[src/rtl/vdp_io_pkg.sv]
// Shared types and constants for the VDP I/O port decoder slice.
package vdp_io_pkg;

  localparam int VRAM_AW_DEF = 17;

  typedef enum logic [1:0] {
    PORT_DATA = 2'd0,
    PORT_CTRL = 2'd1,
    PORT_PAL  = 2'd2,
    PORT_IND  = 2'd3
  } vdp_port_e;

  // Registers the decoder shadows locally.
  localparam logic [5:0] REG_ADDR_HI  = 6'd14;
  localparam logic [5:0] REG_STAT_SEL = 6'd15;
  localparam logic [5:0] REG_PAL_IDX  = 6'd16;
  localparam logic [5:0] REG_IND      = 6'd17;

  // Palette byte pair -> {R,B,G}: first byte carries R in [6:4], B in [2:0].
  function automatic logic [8:0] pal_pack(input logic [5:0] rb, input logic [2:0] g);
    return {rb, g};
  endfunction

endpackage

[src/rtl/vdp_port_decoder_if.sv]
// CPU-bus, register-file, palette and VRAM signals of the VDP port decoder.
interface vdp_port_decoder_if #(parameter int VRAM_AW = vdp_io_pkg::VRAM_AW_DEF);
  logic               io_req;
  logic               io_wr;
  logic [1:0]         io_port;
  logic [7:0]         io_data;
  logic [7:0]         rd_data;
  logic               reg_wr;
  logic [5:0]         reg_num;
  logic [7:0]         reg_val;
  logic               status_rd;
  logic [3:0]         status_sel;
  logic [7:0]         status_data;
  logic               pal_wr;
  logic [3:0]         pal_idx;
  logic [8:0]         pal_data;
  logic               vram_req;
  logic               vram_we;
  logic [VRAM_AW-1:0] vram_addr;
  logic [7:0]         vram_wdata;
  logic               vram_ack;
  logic [7:0]         vram_rdata;
  logic               overrun;

  modport slave (
    input  io_req, io_wr, io_port, io_data, status_data, vram_ack, vram_rdata,
    output rd_data, reg_wr, reg_num, reg_val, status_rd, status_sel,
           pal_wr, pal_idx, pal_data, vram_req, vram_we, vram_addr, vram_wdata, overrun
  );

  modport master (
    output io_req, io_wr, io_port, io_data, status_data, vram_ack, vram_rdata,
    input  rd_data, reg_wr, reg_num, reg_val, status_rd, status_sel,
           pal_wr, pal_idx, pal_data, vram_req, vram_we, vram_addr, vram_wdata, overrun
  );
endinterface

[src/rtl/vdp_vram_queue.sv]
// One in-flight VRAM request plus one pending slot; a push while both are held is dropped.
module vdp_vram_queue
  import vdp_io_pkg::*;
#(
  parameter int VRAM_AW = VRAM_AW_DEF
) (
  input  logic               clk,
  input  logic               reset_n,
  input  logic               push,
  input  logic               push_we,
  input  logic [VRAM_AW-1:0] push_addr,
  input  logic [7:0]         push_wdata,
  input  logic               vram_ack,
  output logic               vram_req,
  output logic               vram_we,
  output logic [VRAM_AW-1:0] vram_addr,
  output logic [7:0]         vram_wdata,
  output logic               overrun
);

  logic               pend_v;
  logic               pend_we;
  logic [VRAM_AW-1:0] pend_addr;
  logic [7:0]         pend_wdata;
  logic               act_free;

  // The acked slot counts as free in its ack cycle, so a push there is never dropped.
  assign act_free = !vram_req || vram_ack;

  always_ff @(posedge clk or negedge reset_n) begin
    if (!reset_n) begin
      vram_req   <= 1'b0;
      vram_we    <= 1'b0;
      vram_addr  <= '0;
      vram_wdata <= '0;
      pend_v     <= 1'b0;
      pend_we    <= 1'b0;
      pend_addr  <= '0;
      pend_wdata <= '0;
      overrun    <= 1'b0;
    end else if (act_free) begin
      if (pend_v) begin
        vram_req   <= 1'b1;
        vram_we    <= pend_we;
        vram_addr  <= pend_addr;
        vram_wdata <= pend_wdata;
        pend_v     <= push;
        if (push) begin
          pend_we    <= push_we;
          pend_addr  <= push_addr;
          pend_wdata <= push_wdata;
        end
      end else begin
        vram_req <= push;
        if (push) begin
          vram_we    <= push_we;
          vram_addr  <= push_addr;
          vram_wdata <= push_wdata;
        end
      end
    end else if (push) begin
      if (!pend_v) begin
        pend_v     <= 1'b1;
        pend_we    <= push_we;
        pend_addr  <= push_addr;
        pend_wdata <= push_wdata;
      end else begin
        overrun <= 1'b1;
      end
    end
  end

endmodule

[src/rtl/vdp_port_decoder.sv]
// VDP port protocol: two-byte control writes, VRAM data stream, palette pairs, indirect registers.
module vdp_port_decoder
  import vdp_io_pkg::*;
#(
  parameter int VRAM_AW = VRAM_AW_DEF
) (
  input logic               clk,
  input logic               reset_n,
  vdp_port_decoder_if.slave bus
);

  localparam int HW = VRAM_AW - 14;

  logic               ctl_ff, pal_ff;
  logic [7:0]         ctl_latch;
  logic [5:0]         pal_latch;
  logic [13:0]        ptr_lo;
  logic [HW-1:0]      r14_hi;
  logic [3:0]         r15_sel, r16_idx;
  logic [5:0]         r17_ptr;
  logic               r17_hold;
  logic [7:0]         rd_buf;

  logic [7:0]         rd_data_q, reg_val_q;
  logic               reg_wr_q, status_rd_q, pal_wr_q;
  logic [5:0]         reg_num_q;
  logic [3:0]         pal_idx_q;
  logic [8:0]         pal_data_q;

  vdp_port_e          port;
  logic               wr, rd, ctl_2nd, is_setup, is_regw1, is_ind;
  logic               push, push_we, ptr_upd, rw_en, ack_rd;
  logic [VRAM_AW-1:0] ptr_base, ptr_nxt;
  logic [5:0]         rw_num;
  logic [7:0]         rw_val;

  logic               q_req, q_we, q_ovr;
  logic [VRAM_AW-1:0] q_addr;
  logic [7:0]         q_wdata;

  always_comb begin
    port     = vdp_port_e'(bus.io_port);
    wr       = bus.io_req & bus.io_wr;
    rd       = bus.io_req & ~bus.io_wr;
    ctl_2nd  = wr && port == PORT_CTRL && ctl_ff;
    is_regw1 = ctl_2nd && bus.io_data[7];
    is_setup = ctl_2nd && !bus.io_data[7];
    is_ind   = wr && port == PORT_IND;
    push_we  = wr && port == PORT_DATA;
    // Read-setup (bit6=0) prefetches the new address and steps past it.
    push     = (bus.io_req && port == PORT_DATA) || (is_setup && !bus.io_data[6]);
    ptr_upd  = (bus.io_req && port == PORT_DATA) || is_setup;
    ptr_base = is_setup ? {r14_hi, bus.io_data[5:0], ctl_latch} : {r14_hi, ptr_lo};
    ptr_nxt  = push ? ptr_base + VRAM_AW'(1) : ptr_base;
    rw_en    = is_regw1 || (is_ind && r17_ptr != REG_IND);
    rw_num   = is_regw1 ? bus.io_data[5:0] : r17_ptr;
    rw_val   = is_regw1 ? ctl_latch : bus.io_data;
    ack_rd   = bus.vram_ack && q_req && !q_we;
  end

  always_ff @(posedge clk or negedge reset_n) begin
    if (!reset_n) begin
      ctl_ff      <= 1'b0;
      pal_ff      <= 1'b0;
      ctl_latch   <= '0;
      pal_latch   <= '0;
      ptr_lo      <= '0;
      r14_hi      <= '0;
      r15_sel     <= '0;
      r16_idx     <= '0;
      r17_ptr     <= '0;
      r17_hold    <= 1'b0;
      rd_buf      <= '0;
      rd_data_q   <= '0;
      reg_wr_q    <= 1'b0;
      reg_num_q   <= '0;
      reg_val_q   <= '0;
      status_rd_q <= 1'b0;
      pal_wr_q    <= 1'b0;
      pal_idx_q   <= '0;
      pal_data_q  <= '0;
    end else begin
      reg_wr_q    <= 1'b0;
      pal_wr_q    <= 1'b0;
      status_rd_q <= 1'b0;
      if (ack_rd) rd_buf <= bus.vram_rdata;
      // Carry out of the low 14 bits lands in the R#14 shadow.
      if (ptr_upd) begin
        ptr_lo <= ptr_nxt[13:0];
        r14_hi <= ptr_nxt[VRAM_AW-1:14];
      end
      if (bus.io_req) begin
        case (port)
          PORT_DATA: begin
            ctl_ff <= 1'b0;
            if (rd) rd_data_q <= ack_rd ? bus.vram_rdata : rd_buf;
          end
          PORT_CTRL: begin
            if (wr) begin
              ctl_ff <= ~ctl_ff;
              if (!ctl_ff) ctl_latch <= bus.io_data;
            end else begin
              rd_data_q   <= bus.status_data;
              status_rd_q <= 1'b1;
              ctl_ff      <= 1'b0;
            end
          end
          PORT_PAL: begin
            if (wr) begin
              if (!pal_ff) begin
                pal_latch <= {bus.io_data[6:4], bus.io_data[2:0]};
                pal_ff    <= 1'b1;
              end else begin
                pal_wr_q   <= 1'b1;
                pal_idx_q  <= r16_idx;
                pal_data_q <= pal_pack(pal_latch, bus.io_data[2:0]);
                r16_idx    <= r16_idx + 4'd1;
                pal_ff     <= 1'b0;
              end
            end else begin
              rd_data_q <= 8'hFF;
            end
          end
          PORT_IND: begin
            if (wr) begin
              if (!r17_hold) r17_ptr <= r17_ptr + 6'd1;
            end else begin
              rd_data_q <= 8'hFF;
            end
          end
          default: ;
        endcase
      end
      if (rw_en) begin
        reg_wr_q  <= 1'b1;
        reg_num_q <= rw_num;
        reg_val_q <= rw_val;
        case (rw_num)
          REG_ADDR_HI:  r14_hi  <= rw_val[HW-1:0];
          REG_STAT_SEL: r15_sel <= rw_val[3:0];
          REG_PAL_IDX: begin
            r16_idx <= rw_val[3:0];
            pal_ff  <= 1'b0;
          end
          REG_IND: begin
            r17_ptr  <= rw_val[5:0];
            r17_hold <= rw_val[7];
          end
          default: ;
        endcase
      end
    end
  end

  vdp_vram_queue #(.VRAM_AW(VRAM_AW)) u_vq (
    .clk        (clk),
    .reset_n    (reset_n),
    .push       (push),
    .push_we    (push_we),
    .push_addr  (ptr_base),
    .push_wdata (bus.io_data),
    .vram_ack   (bus.vram_ack),
    .vram_req   (q_req),
    .vram_we    (q_we),
    .vram_addr  (q_addr),
    .vram_wdata (q_wdata),
    .overrun    (q_ovr)
  );

  assign bus.rd_data    = rd_data_q;
  assign bus.reg_wr     = reg_wr_q;
  assign bus.reg_num    = reg_num_q;
  assign bus.reg_val    = reg_val_q;
  assign bus.status_rd  = status_rd_q;
  assign bus.status_sel = r15_sel;
  assign bus.pal_wr     = pal_wr_q;
  assign bus.pal_idx    = pal_idx_q;
  assign bus.pal_data   = pal_data_q;
  assign bus.vram_req   = q_req;
  assign bus.vram_we    = q_we;
  assign bus.vram_addr  = q_addr;
  assign bus.vram_wdata = q_wdata;
  assign bus.overrun    = q_ovr;

endmodule

[src/flat_wrapper.sv]
// flat-port wrapper written by rule: the top's interface ports become plain ports
module vdp_port_decoder_flat import vdp_io_pkg::*;
#(
  parameter int VRAM_AW = VRAM_AW_DEF
)
  (clk, reset_n, bus_io_req, bus_io_wr, bus_io_port, bus_io_data, bus_status_data, bus_vram_ack, bus_vram_rdata, bus_rd_data, bus_reg_wr, bus_reg_num, bus_reg_val, bus_status_rd, bus_status_sel, bus_pal_wr, bus_pal_idx, bus_pal_data, bus_vram_req, bus_vram_we, bus_vram_addr, bus_vram_wdata, bus_overrun);
  vdp_port_decoder_if #(.VRAM_AW(VRAM_AW)) bus_i ();
  input logic clk;
  input logic reset_n;
  input wire logic [$bits(bus_i.io_req)-1:0] bus_io_req;
  input wire logic [$bits(bus_i.io_wr)-1:0] bus_io_wr;
  input wire logic [$bits(bus_i.io_port)-1:0] bus_io_port;
  input wire logic [$bits(bus_i.io_data)-1:0] bus_io_data;
  input wire logic [$bits(bus_i.status_data)-1:0] bus_status_data;
  input wire logic [$bits(bus_i.vram_ack)-1:0] bus_vram_ack;
  input wire logic [$bits(bus_i.vram_rdata)-1:0] bus_vram_rdata;
  output wire logic [$bits(bus_i.rd_data)-1:0] bus_rd_data;
  output wire logic [$bits(bus_i.reg_wr)-1:0] bus_reg_wr;
  output wire logic [$bits(bus_i.reg_num)-1:0] bus_reg_num;
  output wire logic [$bits(bus_i.reg_val)-1:0] bus_reg_val;
  output wire logic [$bits(bus_i.status_rd)-1:0] bus_status_rd;
  output wire logic [$bits(bus_i.status_sel)-1:0] bus_status_sel;
  output wire logic [$bits(bus_i.pal_wr)-1:0] bus_pal_wr;
  output wire logic [$bits(bus_i.pal_idx)-1:0] bus_pal_idx;
  output wire logic [$bits(bus_i.pal_data)-1:0] bus_pal_data;
  output wire logic [$bits(bus_i.vram_req)-1:0] bus_vram_req;
  output wire logic [$bits(bus_i.vram_we)-1:0] bus_vram_we;
  output wire logic [$bits(bus_i.vram_addr)-1:0] bus_vram_addr;
  output wire logic [$bits(bus_i.vram_wdata)-1:0] bus_vram_wdata;
  output wire logic [$bits(bus_i.overrun)-1:0] bus_overrun;
  assign bus_i.io_req = bus_io_req;
  assign bus_i.io_wr = bus_io_wr;
  assign bus_i.io_port = bus_io_port;
  assign bus_i.io_data = bus_io_data;
  assign bus_i.status_data = bus_status_data;
  assign bus_i.vram_ack = bus_vram_ack;
  assign bus_i.vram_rdata = bus_vram_rdata;
  assign bus_rd_data = bus_i.rd_data;
  assign bus_reg_wr = bus_i.reg_wr;
  assign bus_reg_num = bus_i.reg_num;
  assign bus_reg_val = bus_i.reg_val;
  assign bus_status_rd = bus_i.status_rd;
  assign bus_status_sel = bus_i.status_sel;
  assign bus_pal_wr = bus_i.pal_wr;
  assign bus_pal_idx = bus_i.pal_idx;
  assign bus_pal_data = bus_i.pal_data;
  assign bus_vram_req = bus_i.vram_req;
  assign bus_vram_we = bus_i.vram_we;
  assign bus_vram_addr = bus_i.vram_addr;
  assign bus_vram_wdata = bus_i.vram_wdata;
  assign bus_overrun = bus_i.overrun;
  vdp_port_decoder #(.VRAM_AW(VRAM_AW)) u_core (.clk(clk), .reset_n(reset_n), .bus(bus_i));
endmodule
[config.mk]
export PLATFORM = sky130hd
export DESIGN_NAME = vdp_port_decoder_flat
export DESIGN_NICKNAME = d
export VERILOG_FILES = /design/src/rtl/vdp_io_pkg.sv /design/src/rtl/vdp_port_decoder_if.sv /design/src/rtl/vdp_vram_queue.sv /design/src/rtl/vdp_port_decoder.sv /design/src/flat_wrapper.sv
export SDC_FILE = /design/constraint.sdc
export NUM_CORES = 1
export LEC_CHECK = 0
export CORE_MARGIN = 4
export CORE_UTILIZATION = 40
export CTS_CLUSTER_SIZE = 12
export DETAILED_ROUTE_END_ITERATION = 10
export PLACE_DENSITY = 0.64
export SETUP_SLACK_MARGIN = 0.5
export SYNTH_ARGS = -nofsm -noshare
export SYNTH_HDL_FRONTEND = slang
export SYNTH_HIERARCHICAL = 1
export SYNTH_SLANG_ARGS = --single-unit
[constraint.sdc]
create_clock -name clk -period 6.1 [get_ports clk]
set_input_delay 0.915 -clock clk [delete_from_list [all_inputs] [get_ports clk]]
set_output_delay 0.915 -clock clk [all_outputs]
set_load 0.01 [all_outputs]
Word level (Yosys, flattened, before mapping)
Cells that the tools add are included.
{"block": "word_totals", "register_bits": 149, "in_bits": 31, "word_cells": 147, "output_inout_bits": 70}
{"block": "op_classes", "eq_ne": 14, "n_mux": 62, "n_reduce_logical": 34, "bitwise_logic": 6, "addsub": 3}
{"operator": "17-bit 2-to-1 mux", "count": 7}
{"operator": "8-bit 2-to-1 mux", "count": 11}
{"operator": "6-bit 2-to-1 mux", "count": 7}
{"operator": "1-bit 2-to-1 mux", "count": 25}
{"operator": "4-bit 2-to-1 mux", "count": 6}
{"operator": "8-bit case mux with 3 select lines", "count": 1}
{"operator": "4-bit AND reduction", "count": 5}
{"operator": "17-bit by 1-bit adder with 17-bit output (second input constant)", "count": 1}
{"operator": "14-bit 2-to-1 mux", "count": 1}
{"operator": "6-bit by 4-bit == test with 1-bit output (second input constant)", "count": 2}
{"operator": "6-bit by 5-bit == test with 1-bit output (second input constant)", "count": 2}
{"operator": "1-bit logical AND", "count": 11}
{"operator": "3-bit 2-to-1 mux", "count": 3}
{"operator": "2-bit != test (second input constant)", "count": 4}
{"operator": "2-bit AND reduction", "count": 4}
{"operator": "6-bit by 1-bit adder with 6-bit output (second input constant)", "count": 1}
{"operator": "6-bit by 5-bit != test with 1-bit output (second input constant)", "count": 1}
{"operator": "2-bit nonzero test", "count": 3}
{"operator": "4-bit by 1-bit adder with 4-bit output (second input constant)", "count": 1}
{"operator": "2-bit == test (second input constant)", "count": 2}
{"operator": "1-bit zero test", "count": 4}
{"operator": "1-bit logical OR", "count": 4}
{"operator": "2-bit by 1-bit != test with 1-bit output (second input constant)", "count": 2}
{"operator": "1-bit NOT", "count": 4}
{"operator": "other kinds (6)", "count": 7}

Logic depth before layout (Yosys ltp)
{"block": "depth", "ltp_word": 10, "mapped_depth": 11, "ltp_nobuf": 9}

Hierarchy
Netlist, hierarchy kept.
{"module": "vdp_port_decoder", "instances": 1, "cells_per_inst": 434, "seq_area_each_um2": 2352.3, "area_each_um2": 4788.3}
{"module": "vdp_vram_queue", "instances": 1, "cells_per_inst": 149, "seq_area_each_um2": 1376.3, "area_each_um2": 2403.6}

Worst setup path after synthesis
OpenSTA, ideal clock, no wires.
{"block": "synth_timing", "path_kind": "input -> register", "start": "input bus_io_req", "end": "register u_core.r14_hi[2]", "required_ns": 6.012, "arrival_ns": 3.634, "slack_ns": 2.379, "setup_time_ns": 0.088, "stages": 11, "cell_sequence": "buf_2 > nand4b_4 > buf_2 > nor2_1 > mux2_2 > ha_1 > inv_1 > or4b_4 > a221o_1 > or4b_1 > o211ai_1"}
{"block": "synth_via", "elab_chain_len": 10, "word_cells_on_any_way": 21}
{"element": "start: declaration", "line_no": "flat_wrapper.sv:10", "source": "input wire logic [$bits(bus_i.io_req)-1:0] bus_io_req;"}
{"element": "1-bit bitwise AND *", "line_no": "vdp_port_decoder.sv:43", "source": "wr = bus.io_req & bus.io_wr;"}
{"element": "1-bit logical AND * (2 in series)", "line_no": "vdp_port_decoder.sv:45", "source": "ctl_2nd = wr && port == PORT_CTRL && ctl_ff;"}
{"element": "1-bit logical AND *", "line_no": "vdp_port_decoder.sv:47", "source": "is_setup = ctl_2nd && !bus.io_data[7];"}
{"element": "14-bit 2-to-1 mux *", "line_no": "vdp_port_decoder.sv:53", "source": "ptr_base = is_setup ? {r14_hi, bus.io_data[5:0], ctl_latch} : {r14_hi, ptr_lo};"}
{"element": "named net u_core.ptr_base[0]", "line_no": "vdp_port_decoder.sv:33", "source": "logic [VRAM_AW-1:0] ptr_base, ptr_nxt;"}
{"element": "17-bit by 1-bit adder with 17-bit output *", "line_no": "vdp_port_decoder.sv:54", "source": "ptr_nxt = push ? ptr_base + VRAM_AW'(1) : ptr_base;"}
{"element": "17-bit 2-to-1 mux *", "line_no": "vdp_port_decoder.sv:54"}
{"element": "3-bit 2-to-1 mux *", "line_no": "vdp_port_decoder.sv:88", "source": "if (ptr_upd) begin"}
{"element": "3-bit 2-to-1 mux", "line_no": "vdp_port_decoder.sv:138", "source": "case (rw_num)"}
{"element": "3-bit 2-to-1 mux *", "line_no": "vdp_port_decoder.sv:134", "source": "if (rw_en) begin"}
{"element": "end signal: assignment", "line_no": "vdp_port_decoder.sv:90", "source": "r14_hi <= ptr_nxt[VRAM_AW-1:14];"}
{"element": "end signal: assignment", "line_no": "vdp_port_decoder.sv:139", "source": "REG_ADDR_HI: r14_hi <= rw_val[HW-1:0];"}
{"element": "end: declaration", "line_no": "vdp_port_decoder.sv:18", "source": "logic [HW-1:0] r14_hi;"}
The timed path passes the listed nets; every way through them passes the cells marked *.
A chain may end at the register's enable or synchronous reset.

Worst setup path in the final report
Same ends and word-level chain as after synthesis.

==> results.txt <==
After the last flow step, the layout net total stands at 712. The floorplan step defined a core boundary enclosing 0.0175 mm². Synthesis produced a netlist with a net count of 619. The post-detailed-placement half-perimeter wirelength is 12100 µm. Detailed routing placed a total of 8530 µm of wire on met2. The row count is 48. The effective utilization at floorplan is 41.2%. The final cell count without fillers is 914. The initial antenna violation count is 0. The global placer's final weighted congestion is 0.853. In this run the worst path has a maximum fanout of 15.

The y dimension of the die is 142 µm. The clock transition at the registers of the reported paths came out at 0.06 ns. Counting flops with a built-in enable in the synthesized netlist gives 0. The tree built by TritonCTS fans out to 149 sinks. The sequential share of power came out at 44.1%. The proportion of synthesized flip-flops having asynchronous set or reset is 100%.

In this run the worst setup path begins at bus_io_req. Summed over all instances, the cell type with the most area after synthesis is dfrtp_1. The run finished with clean final reports. The CTS tree is yes. The peak ir drop on the vdd network is 0.195 mV.

The number of hold buffers added after CTS was 0. The Yosys step of the flow raised 6 warnings. The post-detailed-routing wire length came out at 17000 µm.

In this run the deepest clock path goes through 2 buffers. After synthesis, the cell types taking the most area are dfrtp_1, mux2_2, mux2_1. The fraction of layout instances using a drive strength above 1 is 19.2%. The first-pass GRT wire length is 27800 µm. The power density normalized to cell area is 346 mW/mm². The worst hold path belongs to the class reg2reg. The total number of vias is 4858. Clock latency on the worst-skew pair, taken at its later pin, is 0.42 ns. The utilization after layout came out at 51.1%. The period utilization is 65.5%. The clock period minus worst slack came out at 3.99 ns. The total overflow left after global routing is 0. The worst clock skew came out at 0.00646 ns.

The nature of the critical path startpoint is a primary input. Synthesis instantiated 65 different standard cells from the library. The sequential share of the synthesized area came out at 51.8%. The relative area change from synthesis to final layout came out at 24.2%.

The fraction of power consumed by the clock network is 33.0%. Setup repair after global routing left no endpoint under its margin. The mean number of vias per cell came out at 5.32. The routed metal-1 wirelength is 7770 µm.

For the pin with the worst max-slew slack, the measured transition is 0.906 ns. The total standard cell area after synthesis came out at 0.00719 mm². The final number of hold-violating endpoints came to 0. STA classifies the critical path endpoint as a flop.

The most used flip-flop cell after synthesis is dfrtp_1. The standard cell area after detailed placement is 0.00835 mm². In this run, the number of DRC markers left after iteration 0 of detailed routing was 219. The net switching power came out at 0.000873 W.

Routed signal wires occupy layers up through met4. Before antenna repair, the detailed router went through 7 iterations. The fraction of synthesized cell area taken by the top area cell type is 51.8%. The internal cell power is 0.00222 W. The number of antenna repair diodes came out at 0. The critical path in this run is classified as in2reg.

Counting the fill cells in the layout gives 1542. The post-CTS repair timing setup buffer count is 0. In the routed design, unresolved DRC markers number 0. The critical path data required time is 6.43 ns. Counting every instance in the synthesized netlist gives 583.

For the final routed database, the setup TNS stands at 0 ns. The worst relative slew slack came out at 39.4%. The wire length on met3 came out at 619 µm. In this run, CTS created clock tree buffers numbering 17. The static power due to leakage is 4.07 nW. The data arrival time of the critical path is 4.33 ns.

The via count of the first global-routing pass came out at 5101. The pin count of the biggest net entering global routing is 91. Summing all non-filler instances in the final layout gives an area of 0.00893 mm². The post-placement cell count came out at 882. OpenSTA, run right after detailed placement, puts the worst setup slack at 1.66 ns.

The post-cts repair resize count is 0. During placement, the flow inserted port buffers numbering 100. Dividing the detail-routed wire length by the instance count gives 18.6 µm.

The final max-slew violation count came out at 0. Combinational cells account for 22.8% of the total power. The overall die area came out at 0.0202 mm².

The highest clock frequency the design can meet is 0.250 GHz. The count of antenna-violating nets left after detailed routing is 0. The switching fraction of total power came out at 28.2%. The setup-violating endpoint count in the final report is 0. The max-capacitance violation count came out at 0.

Counting flops and latches in the post-synthesis netlist gives 149. 101 I/O pins were placed. In this run the most critical hold path is launched from u_core/u_vq/pend_addr[8]$_DFFE_PN0P_.

In this run the critical register-to-register path is launched from u_core/ctl_ff$_DFFE_PN0P_. The final worst-path setup slack came out at 2.11 ns. The mean area per synthesized cell came out at 12.3 µm².

The total track usage came out at 17.5%. The master cell of the clock root buffer is clkbuf_16. The die boundary width is 142 µm. The H-tree depth came out at 4.
[power groups by stage]
stage | clock network, W | logic [W] | registers (W)
after detailed placement | 0 | 0.000713 | 0.00138
after global routing | 0.00110 | 0.000774 | 0.00140
after global placement | 0 | 0.000697 | 0.00137
after floorplan | 0 | 0.000328 | 0.00139
final | 0.00102 | 0.000706 | 0.00136
after CTS | 0.00105 | 0.000717 | 0.00137
[placed cells by master, fill, tap and decap left out, drive strengths merged, types with 4 or more instances in the layout]
cell type	Yosys	layout
xor2	10	10
nand3	11	11
a21oi	20	20
nor2	35	35
o211ai	4	4
dfrtp	149	149
clkinv	0	5
o21ai	17	17
nand2	24	24
mux2	126	126
nand4	8	8
mux2i	39	39
buf	19	9
xnor2	11	11
a31oi	5	5
clkdlybuf4s50	0	99
nor3	8	8
and3	5	5
a21o	5	5
ha	5	5
clkbuf	15	20
inv	12	16
[registers in the layout, indices dropped and copies added, names as in the netlist, 6 cells and up]
signal / count
u_core/u_vq/vram_wdata: 8
u_core/ptr_lo: 14
u_core/u_vq/pend_wdata: 8
u_core/bus.rd_data: 8
u_core/bus.pal_data: 9
u_core/pal_latch: 6
u_core/bus.reg_num: 6
u_core/u_vq/vram_addr: 17
u_core/rd_buf: 8
u_core/bus.reg_val: 8
u_core/ctl_latch: 8
u_core/u_vq/pend_addr: 17
u_core/r17_ptr: 6
[worst max-delay path, stage by stage]
cell             delay (ns)
clkdlybuf4s50_1        0.74
nand4b_4               0.26
nor2_1                 0.16
buf_4                  0.25
mux2_2                 0.24
ha_1                   0.20
inv_1                  0.08
or4b_4                 0.58
a221o_1                0.35
or4b_1                 0.46
o211ai_1               0.09
[layout make-up]
cell class                      instances  area [µm²]  share of cell area, %
Clock inverter                         12         120                   1.34
Multi-Input combinational cell        388        3230                   36.2
Tap cell                              225         282                   3.15
Clock buffer                           20         467                   5.22
Inverter                               12        45.0                  0.504
Timing Repair Buffer                  108        1060                   11.9
Sequential cell                       149        3730                   41.7
[Yosys cell counts (all sizes together), types with 3 or more instances]
cell type / number
nor3: 8
a211oi: 3
mux2: 126
and2: 3
o211ai: 4
mux2i: 39
or4b: 3
a31oi: 5
buf: 19
nand2b: 3
nand3: 11
inv: 12
a21o: 5
xor2: 10
nand4: 8
xnor2: 11
dfrtp: 149
ha: 5
nand4b: 3
nor2b: 3
nor2: 35
and3: 5
o21ai: 17
clkbuf: 15
nand2: 24
a21oi: 20
[metrics by stage]
| step | total power, W | hold slack, ns |
|---|---|---|
| 3_3_place_gp | 0.00207 | 0.462 |
| 4_1_cts | 0.00314 | 0.488 |
| 3_5_place_dp | 0.00210 | 0.472 |
| 6_report | 0.00309 | 0.483 |
| 2_1_floorplan | 0.00171 | 0.452 |
| 5_1_grt | 0.00327 | 0.500 |
[worst paths after layout]
path,end,slack [ns],cells past startpoint
min,u_core/u_vq/pend_addr[8]$_DFFE_PN0P_,0.48,1
max,u_core/r14_hi[2]$_DFF_PN0_,2.11,11
max in group asynchronous,u_core/u_vq/vram_addr[16]$_DFFE_PN0P_,4.28,2
min reg2reg,u_core/u_vq/pend_addr[8]$_DFFE_PN0P_,0.48,1
min in group asynchronous,u_core/bus.reg_num[1]$_DFFE_PN0N_,0.55,1
max reg2reg,u_core/r14_hi[2]$_DFF_PN0_,2.89,10
[layer usage]
| layer | global-route usage [%] | up-vias |
|---|---|---|
| li1 | - | 2290 |
| met1 | 23.4 | 2455 |
| met2 | 28.9 | 103 |
| met3 | 4.03 | 10 |
| met4 | 4.44 | 0 |
| met5 | 0 | - |
[cell families after synthesis]
kind of cell	Yosys count	synth area share, %
flops	149	51.8
simple gates	123	9.45
fa+ha+maj	6	1.01
compound gates	73	6.65
buf+inv	46	3.24
xor+xnor	21	2.56
mux	165	25.3
(Power assumes the default switching activity.)
